===== src/rtl/axi4_pkg.sv =====
// Shared AXI4 read-channel types and constants for the round-robin read arbiter.
package axi4_pkg;

  localparam int AXI4_MAX_BEATS = 256;
  localparam int AXI4_ID_W      = 4;
  localparam int AXI4_ADDR_W    = 32;
  localparam int AXI4_DATA_W    = 32;

  typedef enum logic [1:0] {ARB_IDLE, ARB_ADDR, ARB_DATA} arb_state_e;

  typedef struct packed {
    logic [AXI4_ID_W-1:0]   id;
    logic [AXI4_ADDR_W-1:0] addr;
    logic [7:0]             len;
    logic [2:0]             size;
    logic [1:0]             burst;
    logic                   valid;
  } ar_m;

  typedef struct packed {
    logic ready;
  } ar_s;

  typedef struct packed {
    logic ready;
  } r_m;

  typedef struct packed {
    logic [AXI4_ID_W-1:0]   id;
    logic [AXI4_DATA_W-1:0] data;
    logic [1:0]             resp;
    logic                   last;
    logic                   valid;
  } r_s;

endpackage


===== src/rtl/axi4_rr_pick.sv =====
// Combinational round-robin picker: first asserted request at or after ptr, wrapping mod NUM_M.
module axi4_rr_pick #(
  parameter  int NUM_M = 2,
  localparam int GW    = $clog2(NUM_M)
) (
  input  logic [NUM_M-1:0] req,
  input  logic [GW-1:0]    ptr,
  output logic             valid,
  output logic [GW-1:0]    idx
);

  logic [GW-1:0] cand;

  // Scan offsets from farthest to nearest so the nearest requester is written last and wins.
  always_comb begin
    valid = 1'b0;
    idx   = '0;
    cand  = '0;
    for (int i = NUM_M - 1; i >= 0; i--) begin
      cand = GW'((int'(ptr) + i) % NUM_M);
      if (req[cand]) begin
        valid = 1'b1;
        idx   = cand;
      end
    end
  end

endmodule


===== src/rtl/axi4_rd_arbiter.sv =====
// Round-robin arbiter sharing one AXI4 slave read port among NUM_M masters, one burst at a time,
// with a sticky flag for bursts whose RLAST beat count disagrees with ARLEN.
module axi4_rd_arbiter
  import axi4_pkg::*;
#(
  parameter  int NUM_M = 2,
  localparam int GW    = $clog2(NUM_M)
) (
  input  logic          ACLK,
  input  logic          ARESETn,
  input  ar_m           AXI_AR_M_IN  [NUM_M],
  output ar_s           AXI_AR_S_OUT [NUM_M],
  input  r_m            AXI_R_M_IN   [NUM_M],
  output r_s            AXI_R_S_OUT  [NUM_M],
  output ar_m           AXI_AR_M_OUT,
  input  ar_s           AXI_AR_S_IN,
  output r_m            AXI_R_M_OUT,
  input  r_s            AXI_R_S_IN,
  output logic          BUSY,
  output logic [GW-1:0] GRANT,
  output logic          LEN_ERR
);

  arb_state_e    state, state_d;
  logic [GW-1:0] grant, grant_d;
  logic [GW-1:0] rr_ptr, rr_ptr_d;
  logic [8:0]    beat_cnt, beat_d;
  logic [7:0]    len_q, len_d;
  logic          len_err, err_d;

  logic [NUM_M-1:0] req;
  logic             pick_valid;
  logic [GW-1:0]    pick_idx;

  always_comb begin
    req = '0;
    for (int i = 0; i < NUM_M; i++) begin
      req[i] = AXI_AR_M_IN[i].valid;
    end
  end

  axi4_rr_pick #(.NUM_M(NUM_M)) u_pick (
    .req   (req),
    .ptr   (rr_ptr),
    .valid (pick_valid),
    .idx   (pick_idx)
  );

  always_ff @(posedge ACLK or negedge ARESETn) begin
    if (!ARESETn) begin
      state    <= ARB_IDLE;
      grant    <= '0;
      rr_ptr   <= '0;
      beat_cnt <= '0;
      len_q    <= '0;
      len_err  <= 1'b0;
    end else begin
      state    <= state_d;
      grant    <= grant_d;
      rr_ptr   <= rr_ptr_d;
      beat_cnt <= beat_d;
      len_q    <= len_d;
      len_err  <= err_d;
    end
  end

  // Channels are routed only for the granted master and only in the phase that owns them;
  // everything else sits at zero, which also keeps stray slave beats out of IDLE.
  always_comb begin
    state_d      = state;
    grant_d      = grant;
    rr_ptr_d     = rr_ptr;
    beat_d       = beat_cnt;
    len_d        = len_q;
    err_d        = len_err;
    AXI_AR_M_OUT = '0;
    AXI_R_M_OUT  = '0;
    for (int i = 0; i < NUM_M; i++) begin
      AXI_AR_S_OUT[i] = '0;
      AXI_R_S_OUT[i]  = '0;
    end

    case (state)
      ARB_IDLE: begin
        if (pick_valid) begin
          grant_d = pick_idx;
          state_d = ARB_ADDR;
        end
      end

      ARB_ADDR: begin
        AXI_AR_M_OUT        = AXI_AR_M_IN[grant];
        AXI_AR_S_OUT[grant] = AXI_AR_S_IN;
        if (AXI_AR_M_IN[grant].valid && AXI_AR_S_IN.ready) begin
          len_d   = AXI_AR_M_IN[grant].len;
          beat_d  = '0;
          state_d = ARB_DATA;
        end
      end

      ARB_DATA: begin
        AXI_R_S_OUT[grant] = AXI_R_S_IN;
        AXI_R_M_OUT        = AXI_R_M_IN[grant];
        if (AXI_R_S_IN.valid && AXI_R_M_IN[grant].ready) begin
          if (beat_cnt != 9'(AXI4_MAX_BEATS)) begin
            beat_d = beat_cnt + 9'd1;
          end
          if (AXI_R_S_IN.last) begin
            if (({1'b0, beat_cnt} + 10'd1) != ({2'b00, len_q} + 10'd1)) begin
              err_d = 1'b1;
            end
            rr_ptr_d = (grant == GW'(NUM_M - 1)) ? '0 : grant + GW'(1);
            state_d  = ARB_IDLE;
          end
        end
      end

      default: state_d = ARB_IDLE;
    endcase
  end

  assign BUSY    = (state != ARB_IDLE);
  assign GRANT   = grant;
  assign LEN_ERR = len_err;

endmodule


===== config.mk =====
export PLATFORM = sky130hd
export DESIGN_NAME = axi4_rd_arbiter
export DESIGN_NICKNAME = d
export VERILOG_FILES = /design/src/rtl/axi4_pkg.sv /design/src/rtl/axi4_rr_pick.sv /design/src/rtl/axi4_rd_arbiter.sv
export SDC_FILE = /design/constraint.sdc
export NUM_CORES = 1
export LEC_CHECK = 0
export BUFFER_PORTS_ARGS = -buffer_cell sky130_fd_sc_hd__buf_2
export CAP_MARGIN = 25
export CORE_AREA = 2 2 109 111
export DETAILED_ROUTE_END_ITERATION = 8
export DIE_AREA = 0 0 111 113
export GPL_TIMING_DRIVEN = 0
export HOLD_SLACK_MARGIN = 0.05
export SYNTH_ARGS = -nofsm -noshare
export SYNTH_HDL_FRONTEND = slang
export SYNTH_HIERARCHICAL = 1
export SYNTH_SLANG_ARGS = --single-unit

===== constraint.sdc =====
create_clock -name ACLK -period 2 [get_ports ACLK]
set_clock_uncertainty 0.15 [all_clocks]
set_input_delay 0.4 -clock ACLK [delete_from_list [all_inputs] [get_ports ACLK]]
set_output_delay 0.4 -clock ACLK [all_outputs]
set_load 0.03 [all_outputs]

Yosys cells after proc, flatten, opt, wreduce, memory -nomap -nowiden
Cells that the tools add are included.
{"block": "totals", "mem_count": 0, "word_cells": 71, "out_inout_bits": 136, "input_bits": 145, "ramBits": 0, "latchBits": 0, "register_bits": 22, "romBits": 0}
{"block": "classes", "n_reduce_logical": 12, "div": 0, "n_eq_ne": 9, "n_mul": 0, "bitwise_logic": 3, "n_shift": 0, "addsub": 5, "n_mux": 32, "n_lt_le_gt_ge": 4}
{"cell": "$mux 50", "n": 4}
{"cell": "$and 80x80->80", "n": 1}
{"cell": "$mux 80", "n": 1}
{"cell": "$demux 40 s1", "n": 1}
{"cell": "$mux 40", "n": 1}
{"cell": "$mux 9", "n": 3}
{"cell": "$pmux 9 s2", "n": 1}
{"cell": "$mux 1", "n": 14}
{"cell": "$reduce_and 4->1", "n": 3}
{"cell": "$add 9x1->10 const B", "n": 1}
{"cell": "$mux 2", "n": 5}
{"cell": "$ne 10x9->1", "n": 1}
{"cell": "$ne 2x2->1 const B", "n": 5}
{"cell": "$add 8x1->9 const B", "n": 1}
{"cell": "$add 9x1->9 const B", "n": 1}
{"cell": "$ne 9x9->1 const B", "n": 1}
{"cell": "$pmux 2 s3", "n": 1}
{"cell": "$lt 1x2->1 const B", "n": 2}
{"cell": "$reduce_and 2->1", "n": 2}
{"cell": "$reduce_bool 2->1", "n": 2}
{"cell": "$logic_and 1x1->1", "n": 3}
{"cell": "$reduce_and 3->1", "n": 1}
{"cell": "$add 1x1->1 const B", "n": 2}
{"cell": "$and 2x2->2", "n": 1}
{"cell": "7 further kinds", "n": 7}

Longest topological paths before layout
{"block": "depth", "depth_word": 7, "depth_mapped": 8, "ltp_nobuf": 7}

By module
The synthesis kept the hierarchy.
{"mod": "axi4_rd_arbiter", "n_inst": 1, "area_per_inst_um2": 2710.1, "seq_area_each_um2": 550.5, "cells_per_inst": 354}
{"mod": "axi4_rr_pick", "n_inst": 1, "area_per_inst_um2": 17.5, "seq_area_each_um2": 0.0, "cells_per_inst": 3}

Least setup slack after synthesis
Ideal clock, no wire load.
{"block": "synth_timing", "kind": "reg-to-output", "start": "register grant (netlist: GRANT)", "end": "output AXI_R_S_OUT[0] (netlist bit)", "t_required_ps": 1450, "arrival_time_ps": 1928, "path_stages_with_launch": 6, "path_slack_ps": -478, "cell_sequence": "dfrtp_1 > buf_2 > buf_2 > inv_1 > clkbuf_1 > nor3_1"}
{"element": "start, declared", "line_no": "axi4_rd_arbiter.sv:25", "text": "logic [GW-1:0] grant, grant_d;"}
{"element": "start signal, assigned", "line_no": "axi4_rd_arbiter.sv:59", "text": "grant <= grant_d;"}
{"element": "end, declared", "line_no": "axi4_rd_arbiter.sv:14", "text": "output r_s AXI_R_S_OUT [NUM_M],"}

==> impl_metrics.tcl <==
set metrics [dict create \
    core_um2 11300 \
    ir_drop_v 0.000953 \
    routed_wl_um 15400 \
    r2r_start "beat_cnt[1]" \
    cts-buffers-inserted 3 \
    yosysSeqAreaShare_pct 20.2 \
    hold_viol_final 0 \
    synthDistinctLibCells 45 \
    place_inst 780 \
    vias 4110 \
    hold_path.class "reg2reg" \
    reg2regPathDepth 8 \
    drcViolationCount 0 \
    final-setup-viol-count 128 \
    syn_area_per_cell_um2 7.64 \
    clock_latency_ns 0.26 \
    grt_max_degree 23 \
    viasPerCell 4.96 \
    tns_ns -11.46 \
    hold_end "rr_ptr" \
    yosys_warnings 6 \
    ys_ff_latch 22 \
    drive_above_1_share_pct 77.1 \
    grt.total_usage_pct 21.0 \
    overflow 0 \
    wl_per_cell_um 18.6 \
    final_cells 828 \
    leakagePower_nw 3.14 \
    synth_most_common_cell "and3_1" \
    async_reset_ff_share_pct 100 \
    ant_nets 0 \
    dr.pass1.iters 5 \
    stdcell_area_um2 6530 \
    cts_tree "done" \
    maxSlewHeadroom_pct 66.5 \
    critPathMaxFanout 5 \
    synth_nets 505 \
    power_density_nw_per_um2 1230 \
    hp-start "rr_ptr" \
    die_h_um 113 \
    ios 281 \
    yosys.area.top_type "dfrtp_1" \
    cp_data_required_time_ns 1.45 \
    synthFlopType "dfrtp_1" \
    dieArea_um2 12500 \
    p_total_mw 8.04 \
    grt_pass1_vias 4119 \
    antenna_found_initial 0 \
    synth_area_um2 2730 \
    drv_slew 0 \
    h-tree-depth 1 \
    cp-end-kind "primary output" \
    clkSinkCount 22 \
    dp_hpwl_um 10300 \
    diodes 0 \
    worstMarginPinSlew_ns 0.499 \
    cts-root-buf "clkbuf_16" \
    routabilityCongestion 0.973 \
    r2r_end "beat_cnt[8]" \
    clk_pin_slew_worst_paths_ns 0.06 \
    drv_cap 0 \
    synth_cells 357 \
    crit_arrival_ns 1.58 \
    io_buffers 280 \
    synth_top_area_share_pct 20.2 \
    hold_path_depth 1 \
    synth_edf_count 0 \
    floorplan.initialDensity_pct 24.2 \
    violations "negative setup slack" \
    period_needed_ns 2.13 \
    status "complete, but fails checks" \
    row_count 39 \
    seqCellArea_um2 558 \
    clockBufferDepth 2 \
    grt_setup_unrepaired "yes" \
    cp-start-kind "flop" \
    post-route-util_pct 57.9 \
    placed_area_um2 4510 \
    synthTopCellsByArea "dfrtp_1, mux2i_1, and3_1" \
    multi_input_area_um2 2720 \
    clock.fmax_mhz 468 \
    finalCritPeriodShare_pct 107 \
    fin_nets 834 \
    die-width_um 111 \
    r2r_slack_ns -0.01 \
    filler_cell_count 949 \
    grt_pass1_wl_um 21700 \
    synthToLayoutAreaGrowth_pct 139 \
    path_class "reg2out" \
    synthTopCellsByCount "and3_1, nor2_1, mux2i_1" \
    initialDrtViolationCount 226 \
    finalWorstSetupSlack_ns -0.135 \
]
==> critical path: stages (launching register included) <==
cell       delay, ns
dfrtp_2         0.45
nor2b_4         0.16
buf_12          0.13
clkbuf_16       0.14
buf_8           0.11
and3_4          0.20
buf_6           0.13
==> metal layers <==
layer / GRT usage [%] / routed length, µm / vias to the layer above
met5: 0 / 0 / -
met4: 6.00 / 446 / 0
met3: 2.46 / 807 / 31
met2: 40.5 / 8440 / 209
met1: 24.5 / 5740 / 1942
li1: - / - / 1928
==> where the power goes <==
| group | switching (mW) | leakage, nW | internal (mW) |
|---|---|---|---|
| Combinational | 3.62 | 2.82 | 3.20 |
| Clock | 0.162 | 0.0382 | 0.272 |
| Sequential | 0.198 | 0.278 | 0.596 |
| Total | 3.98 | 3.14 | 4.06 |
==> per-stage QoR <==
stage	setup slack [ns]	hold WS, ns
finish	-0.135	0.393
detailed placement	-0.583	0.248
global route	-0.178	0.427
global placement	-0.539	0.241
CTS	-0.163	0.360
floorplan	-0.0809	-0.0456
==> registers in the layout (all words and copies together) (netlist names) <==
name	flops
state	2
beat_cnt	9
LEN_ERR	1
rr_ptr	1
len_q	8
GRANT	1
==> worst max-delay path by stage <==
stage,start,to,slack (ns),depth (start not counted)
floorplan,state[1],AXI_AR_M_OUT[17],-0.08,4
global placement,state[1],AXI_AR_M_OUT[18],-0.54,5
detailed placement,state[1],AXI_AR_M_OUT[18],-0.58,5
CTS,GRANT,AXI_AR_M_OUT[38],-0.16,5
global route,GRANT,AXI_R_S_OUT[70],-0.18,6
finish,state[0],AXI_R_S_OUT[44],-0.13,6
==> cells by family (layout without fill, tap and decap cells) <==
| kind of cell | Yosys count | after routing | synth area share (%) |
|---|---|---|---|
| XOR/XNOR | 13 | 13 | 6.24 |
| AND/OR/NAND/NOR | 188 | 188 | 36.7 |
| AO/OA/AOI/OAI | 36 | 36 | 9.22 |
| flip-flops | 22 | 22 | 20.2 |
| adder cells (fa/ha/maj) | 3 | 3 | 1.38 |
| multiplexers | 53 | 53 | 19.5 |
| buffers and inverters | 42 | 370 | 6.70 |
==> cell type report <==
type / instances / area share [%]
multi-input combinational: 293 / 41.6
inverter: 8 / 0.518
timing repair inverter: 1 / 0.115
tap: 143 / 2.74
buffer: 33 / 6.44
timing repair buffer: 324 / 38.8
clock buffer: 4 / 1.21
sequential: 22 / 8.55
==> placed cells by master, fill, tap and decap left out, drive strengths merged, types with 2 or more instances in the layout <==
cell type  synthesis  routed
o31ai              3       3
and3              80      80
xnor3              3       3
mux2               2       2
a211oi             2       2
o211ai             2       2
xnor2              5       5
ha                 3       3
nor2              60      60
dfrtp             22      22
nor2b              4       4
nand3              6       6
or3                2       2
buf               11     340
and2               5       5
clkbuf            23      20
inv                8       7
o41ai              2       2
a22o               8       8
mux2i             51      51
nand2             14      14
nand2b             4       4
clkinvlp           0       2
nor3               7       7
xor2               4       4
o21ai             13      13
==> what timing repair did <==
item,in CTS,in global routing
hold buffers,1,0
buffers inserted,14,16
endpoints found under the hold margin,22,0
pin swaps,21,27
resized for setup,310,136
setup endpoints to repair,143,143
gates cloned,9,5
No activity file was read; power rests on OpenSTA's default activity.
